==> src/rtl/display_scan.sv <==
// Time-multiplexed 4-digit common-anode 7-segment driver for the clock display bus.
// Captures the selected pair values once per scan frame and renders them as BCD.
module display_scan #(
  parameter int unsigned SCAN_DIV = 4,
  parameter bit          LZ_BLANK = 1'b0
) (
  input  logic       clk,
  input  logic       reset,
  input  logic [5:0] val_hi,
  input  logic [5:0] val_lo,
  input  logic       page,
  input  logic       blank,
  output logic [6:0] seg,
  output logic       dp,
  output logic [3:0] an,
  output logic       frame_start
);

  localparam int unsigned PW = (SCAN_DIV > 1) ? $clog2(SCAN_DIV) : 1;
  localparam logic [PW-1:0] PRESC_MAX = PW'(SCAN_DIV - 1);
  localparam logic [6:0] SEG_OFF  = 7'h7F;
  localparam logic [6:0] SEG_DASH = 7'b0111111;

  logic [PW-1:0] presc;
  logic [1:0]    idx;
  logic [5:0]    sh_hi;
  logic [5:0]    sh_lo;
  logic          sh_page;
  logic          load_pending;

  logic          tick_c;
  logic          load_c;
  logic [5:0]    cur_val_c;
  logic [3:0]    tens_c;
  logic [3:0]    ones_c;
  logic [3:0]    digit_c;
  logic [6:0]    seg_c;
  logic          dp_c;
  logic [3:0]    an_c;

  // Tens digit of a 0..59 value; anything larger is flagged as a dash by the caller.
  function automatic logic [3:0] tens_of(input logic [5:0] v);
    logic [3:0] t;
    t = 4'd0;
    if (v >= 6'd50)      t = 4'd5;
    else if (v >= 6'd40) t = 4'd4;
    else if (v >= 6'd30) t = 4'd3;
    else if (v >= 6'd20) t = 4'd2;
    else if (v >= 6'd10) t = 4'd1;
    return t;
  endfunction

  function automatic logic [6:0] seg_of(input logic [3:0] d);
    logic [6:0] s;
    s = SEG_OFF;
    case (d)
      4'd0: s = 7'b1000000;
      4'd1: s = 7'b1111001;
      4'd2: s = 7'b0100100;
      4'd3: s = 7'b0110000;
      4'd4: s = 7'b0011001;
      4'd5: s = 7'b0010010;
      4'd6: s = 7'b0000010;
      4'd7: s = 7'b1111000;
      4'd8: s = 7'b0000000;
      4'd9: s = 7'b0010000;
      default: s = SEG_OFF;
    endcase
    return s;
  endfunction

  assign tick_c = (presc == PRESC_MAX);
  assign load_c = load_pending | (tick_c & (idx == 2'd3));

  // Digit selection and segment rendering for the current slot
  always_comb begin
    cur_val_c = idx[1] ? sh_hi : sh_lo;
    tens_c    = tens_of(cur_val_c);
    ones_c    = 4'(cur_val_c - (6'({tens_c, 3'b000}) + 6'({tens_c, 1'b0})));
    digit_c   = idx[0] ? tens_c : ones_c;
    seg_c     = seg_of(digit_c);
    dp_c      = ~((idx == 2'd2) | ((idx == 2'd0) & sh_page));
    an_c      = ~(4'b0001 << idx);
    if (cur_val_c > 6'd59) begin
      seg_c = SEG_DASH;
    end else if (LZ_BLANK && (idx == 2'd3) && (digit_c == 4'd0)) begin
      seg_c = SEG_OFF;
      dp_c  = 1'b1;
    end
    if (blank) begin
      seg_c = SEG_OFF;
      dp_c  = 1'b1;
      an_c  = 4'hF;
    end
  end

  always_ff @(posedge clk) begin
    if (reset) begin
      presc        <= '0;
      idx          <= 2'd0;
      sh_hi        <= 6'd0;
      sh_lo        <= 6'd0;
      sh_page      <= 1'b0;
      load_pending <= 1'b1;
      seg          <= SEG_OFF;
      dp           <= 1'b1;
      an           <= 4'hF;
      frame_start  <= 1'b0;
    end else begin
      presc        <= tick_c ? '0 : presc + PW'(1);
      if (tick_c) idx <= idx + 2'd1;
      // Shadow capture happens only at frame boundaries so a page switch never tears a frame
      if (load_c) begin
        sh_hi   <= val_hi;
        sh_lo   <= val_lo;
        sh_page <= page;
      end
      load_pending <= 1'b0;
      seg          <= seg_c;
      dp           <= dp_c;
      an           <= an_c;
      frame_start  <= load_c;
    end
  end

endmodule

==> config.mk <==
export PLATFORM = sky130hd
export DESIGN_NAME = display_scan
export DESIGN_NICKNAME = d
export VERILOG_FILES = /design/src/rtl/display_scan.sv
export SDC_FILE = /design/constraint.sdc
export NUM_CORES = 1
export LEC_CHECK = 0
export ABC_AREA = 1
export CAP_MARGIN = 10
export CORE_UTILIZATION = 51
export CTS_CLUSTER_DIAMETER = 100
export DETAILED_ROUTE_END_ITERATION = 12
export HOLD_SLACK_MARGIN = 0.06
export PLACE_DENSITY = 0.79
export SLEW_MARGIN = 20
export SYNTH_ARGS = -nofsm -noshare
export SYNTH_HDL_FRONTEND = slang
export SYNTH_SLANG_ARGS = --single-unit
==> constraint.sdc <==
create_clock -name clk -period 3.2 [get_ports clk]
set_input_delay 0.64 -clock clk [delete_from_list [all_inputs] [get_ports clk]]
set_output_delay 0.64 -clock clk [all_outputs]
set_load 0.02 [all_outputs]
; Word level (Yosys, flattened, before mapping)
; Memories as Yosys holds them, arrays and structs flattened.
; Cells that the tools add are included.
[word_totals]
inputBits = 16
memories = 1
romBits = 112
register_bits = 31
out_inout_bits = 13
elab_cells = 45
[classes]
n_reduce_logical = 4
addsub = 4
muxes = 9
bitwise = 6
eq_ne = 3
n_lt_le_gt_ge = 6
shift = 1
[mem_list]
columns = memory, words, width, read_ports, rd_clocked_by_memory_dff, write_ports, line
row1 = (name not given), 16, 7, 1, 0, 0, 56  ; case (d)
[ops]
columns = op, n
row1 = $ge A6 B5 Y1 const B, 2
row2 = $ge A6 B6 Y1 const B, 2
row3 = $mux W7, 1
row4 = $eq A2 B2 Y1 const B, 3
row5 = $ge A6 B4 Y1 const B, 1
row6 = $gt A6 B6 Y1 const B, 1
row7 = $mux W3, 2
row8 = $mux W6, 1
row9 = $add A2 B1 Y2 const B, 2
row10 = $add A4 B4 Y4, 1
row11 = $mux W2, 2
row12 = $mux W4, 1
row13 = $not A4 Y4, 1
row14 = $reduce_or A2 Y1, 2
row15 = $shl A1 B2 Y4 const A, 1
row16 = $sub A4 B4 Y4, 1
row17 = $reduce_or A3 Y1, 1
row18 = $and A1 B1 Y1, 2
row19 = $logic_not A2 Y1, 1
row20 = $mux W1, 2
row21 = $or A1 B1 Y1, 2
row22 = $not A1 Y1, 1

; Logic depth before layout (Yosys ltp)
; An unclocked memory read counts as a cell.
[logic_depth]
ltp_word = 12
mapped_depth = 21
depth_no_buf = 21

; Worst setup path after synthesis
; Ideal clock, no wire load.
[synth_path]
path_kind = reg-to-reg
from = reg idx[1]
to = reg seg[3]
required_time_ns = 3.086
setup_time_ns = 0.114
stages_incl_launch_ff = 18
setup_slack_ns = 0.877
arrival_time_ns = 2.209
synth_period_minus_slack_ns = 2.323
path_cell_list = dfxtp_1 -> inv_2 -> nand2_2 -> nand2_2 -> nand2_1 -> nor2_1 -> nor2_1 -> nand2_2 -> nand2_1 -> nand2_2 -> ha_1 -> o21ai_0 -> inv_1 -> ha_1 -> nand2_1 -> o21ai_0 -> nand2_1 -> nand2_1
[synth_via]
elab_chain_cells = 11
elab_cells_between_ends = 17
cone_classes = add/sub: 2 / order compare: 6 / mux: 7 / reduce/logical: 1 / memory: 1
[synth_lines]
columns = element, line
row1 = from (decl), 25  ; logic [1:0] idx;
row2 = from (signal assigned), 111  ; if (tick_c) idx <= idx + 2'd1;
row3 = $mux W6 *, 77  ; cur_val_c = idx[1] ? sh_hi : sh_lo;
row4 = $ge A6 B4 Y1, 49  ; else if (v >= 6'd10) t = 4'd1;
row5 = $mux W1, 49
row6 = $mux W2, 48  ; else if (v >= 6'd20) t = 4'd2;
row7 = $mux W2, 47  ; else if (v >= 6'd30) t = 4'd3;
row8 = $mux W3, 46  ; else if (v >= 6'd40) t = 4'd4;
row9 = $mux W3, 45  ; if (v >= 6'd50) t = 4'd5;
row10 = $add A4 B4 Y4, 79  ; ones_c = 4'(cur_val_c - (6'({tens_c, 3'b000}) + 6'({tens_c, 1'b0})));
row11 = $sub A4 B4 Y4, 79
row12 = $mux W4, 80  ; digit_c = idx[0] ? tens_c : ones_c;
row13 = $mem_v2 Z16 W7, -
row14 = to (signal assigned), 119  ; seg <= seg_c;
row15 = to (decl), 13  ; output logic [6:0] seg,
; Mark *: on every way between the ends. The rest lies on a longest branch, timed or not.
; A chain may end at the register's enable or synchronous reset.

; Worst setup path in the final report
; Ends and elaborated chain as after synthesis.

==> impl_metrics.yaml <==
clock_tree:
  cts_tree: "yes"
  cts.clk_slew.worst_paths_ns: 0.10
  numCtsBuffers: 5
  cts-root-buf: "clkbuf_4"
  clk-insertion-delay-late_ns: 0.34
  cts_setup_buffers: 0
  htree_levels: 2
  clockBufferDepth: 2
  ctsResizeCount: 0
  clock-sinks: 31
  cts_hold_buf: 0
timing:
  slew_headroom: 0.753
  final_hold_viol_count: 0
  tightest_slew_ns: 0.369
  finalSetupTns_ns: 0
  max_freq_ghz: 0.388
  skew_ns: 0.0120
  fin_crit_ns: 2.58
  drv_slew: 0
  finalSetupViolCount: 0
  rsz0062_at_grt: "no"
  post-route-period-util: 0.806
drt:
  drc: 0
  wirelength_mm: 2.80
  routedWlPerCell_um: 10.4
  num_vias: 1336
  vias_per_cell: 4.97
  drtIter0Drc: 46
  antenna_left: 0
  dr.pass1.iters: 4
logic_synthesis:
  synth.top_cell.area_share: 0.410
  synth_cells: 204
  syn-num-nets: 232
  ys_seq_area_frac: 0.410
  yosysWarningCount: 0
  synth_area_um2: 1510
  syn_area_per_cell_um2: 7.42
  ys_ff_latch: 31
  synth.top_cells.by_area: "dfxtp_1 41%, nand2_1 19%, ha_1 9.9%"
  ys_types: 25
  yosys.area.top_type: "dfxtp_1"
floorplanning:
  fp.dieArea_um2: 3190
  initial_utilization: 0.544
  die_h_um: 56.5
  pin_count: 29
  rows: 19
  design.core.area_um2: 2780
  die_w_um: 56.5
power:
  vdd_ir_drop_max_mv: 0.461
  total_power_mw: 0.990
  p_leak_nw: 0.865
  p_per_area_nw_per_um2: 521
critical_path:
  critical_path_class: "reg -> reg"
  critPathLaunchType: "flip-flop"
  required_ns: 3.45
  cp-end-kind: "flip-flop"
  crit_arrival_ns: 2.83
  crit_fanout: 10
  cpPeakStageDelay_ns: 0.47
  crit_path_top_delay_cell: "dfxtp_1"
  cp_cell_sequence: "inv_2 -> nand2_2 -> nand2_2 -> nand2_1 -> nor2_1 -> nor2_1 -> nand2_2 -> nand2_1 -> nand2_2 -> ha_1 -> o21ai_0 -> inv_1 -> ha_1 -> nand2_1 -> o21ai_0 -> nand2_1 -> nand2_1"
  critPathTopFamily: "simple AND/OR/NAND/NOR gates"
  cpMostUsedCell: "nand2_1"
  regToRegSetupSlack_ns: 0.62
  critical_path_buf_inv_count: 2
min_path:
  hp-class: "reg -> reg"
global_route:
  grt_overflow: 0
  use_met2: 0.329
  grt_antenna_before_repair: 0
  grtUsageMet3: 0.0484
  grt_max_degree: 22
  grt_usage: 0.197
  grt_busiest_layer: "met2"
  grt_pass1_wl_mm: 4.84
  grt_pass1_vias: 1150
  use_met1: 0.232
cells_and_area:
  layout-drive-gt1-share: 0.118
  area_growth_pct: 25.6
  final_util: 0.683
  fillCellCount: 238
  nNetsFinal: 265
  n_antenna_cell: 0
placement:
  gp_congestion: 0.849
  dp_hpwl_mm: 2.09
  numPortBuffers: 28
status:
  status: "complete, no violations"
flow_run:
  max-cap-violations: 0
==> per-layer routing <==
layer	part of all wire	vias to the layer above
li1	-	707
met1	0.45	581
met2	0.47	40
met3	0.056	8
met4	0.023	0
met5	0	-
==> cell type report <==
| class | instances | area (µm²) | area share |
|---|---|---|---|
| clock buffer | 8 | 68.8 | 0.0362 |
| sequential | 31 | 621 | 0.327 |
| inverter | 21 | 78.8 | 0.0415 |
| tap | 31 | 38.8 | 0.0204 |
| timing repair buffer | 30 | 295 | 0.155 |
| multi-input combinational | 148 | 798 | 0.420 |
==> per-stage QoR <==
| stage | setup WS (ns) | std cells | hold WS, ns | area, µm² |
|---|---|---|---|---|
| 2_1_floorplan | 0.877 | 204 | 0.404 | 1510 |
| 3_3_place_gp | 0.741 | 261 | 0.415 | 1830 |
| 3_5_place_dp | 0.601 | 261 | 0.424 | 1830 |
| 4_1_cts | 0.595 | 269 | 0.442 | 1900 |
| 5_1_grt | 0.253 | 269 | 0.460 | 1900 |
| 6_report | 0.620 | 269 | 0.436 | 1900 |
==> report_power, final <==
part           switching [mW]  total (mW)  leakage [nW]  internal, mW
clock network           0.132       0.261        0.0386         0.129
registers              0.0133       0.432         0.256         0.419
logic                   0.172       0.297         0.571         0.125
==> cells by family (layout without fill, tap and decap cells) <==
group | after synthesis | in the layout | synth area share
and+or+nand+nor | 107 | 107 | 0.305
DFF | 31 | 31 | 0.410
AOI/OAI and AO/OA | 27 | 27 | 0.112
buffers and inverters | 25 | 59 | 0.0620
adders and majority gates | 12 | 12 | 0.0993
xor gates and xnor gates | 2 | 2 | 0.0116
==> placed cells by master (no fill, tap or decap) <==
| cell type | n |
|---|---|
| nor2_2 | 1 |
| a211oi_1 | 3 |
| ha_1 | 12 |
| o21a_1 | 1 |
| o21ai_1 | 2 |
| nand3_1 | 6 |
| nor3_1 | 2 |
| inv_2 | 4 |
| o21bai_2 | 1 |
| clkbuf_4 | 5 |
| o21ai_4 | 1 |
| buf_4 | 2 |
| nand2_2 | 10 |
| o21ai_0 | 3 |
| inv_1 | 16 |
| nand3_4 | 1 |
| clkinv_1 | 1 |
| clkbuf_1 | 1 |
| nand2_1 | 75 |
| a21oi_1 | 14 |
| nor3b_1 | 1 |
| o211ai_1 | 1 |
| o21ai_2 | 1 |
| clkdlybuf4s50_1 | 28 |
| xor2_1 | 2 |
| clkbuf_8 | 2 |
| dfxtp_1 | 31 |
| nand4_1 | 2 |
| nor2_1 | 9 |
==> sequential cells by signal (all words and copies together) (netlist names), 2 cells and up <==
register	cells
idx	2
seg	7
sh_lo	6
an	4
presc	2
sh_hi	6
==> Yosys cell counts <==
cell type and instances:
a211oi_1 3, a21oi_1 14, clkbuf_1 4, clkinv_1 1, dfxtp_1 31, ha_1 12, inv_1 16, inv_2 4
nand2_1 75, nand2_2 10, nand3_1 6, nand3_4 1, nand4_1 2, nor2_1 9, nor2_2 1, nor3_1 2
nor3b_1 1, o211ai_1 1, o21a_1 1, o21ai_0 3, o21ai_1 2, o21ai_2 1, o21ai_4 1, o21bai_2 1
xor2_1 2
==> final timing paths <==
kind	from	end	depth (start not counted)
min	presc[0]$_SDFF_PP0_	presc[0]$_SDFF_PP0_	1
max	idx[1]$_SDFFE_PP0P_	seg[3]$_SDFF_PP1_	17
min reg2reg	presc[0]$_SDFF_PP0_	presc[0]$_SDFF_PP0_	1
max reg2reg	idx[1]$_SDFFE_PP0P_	seg[3]$_SDFF_PP1_	17
No activity file was read; power rests on OpenSTA's default activity.
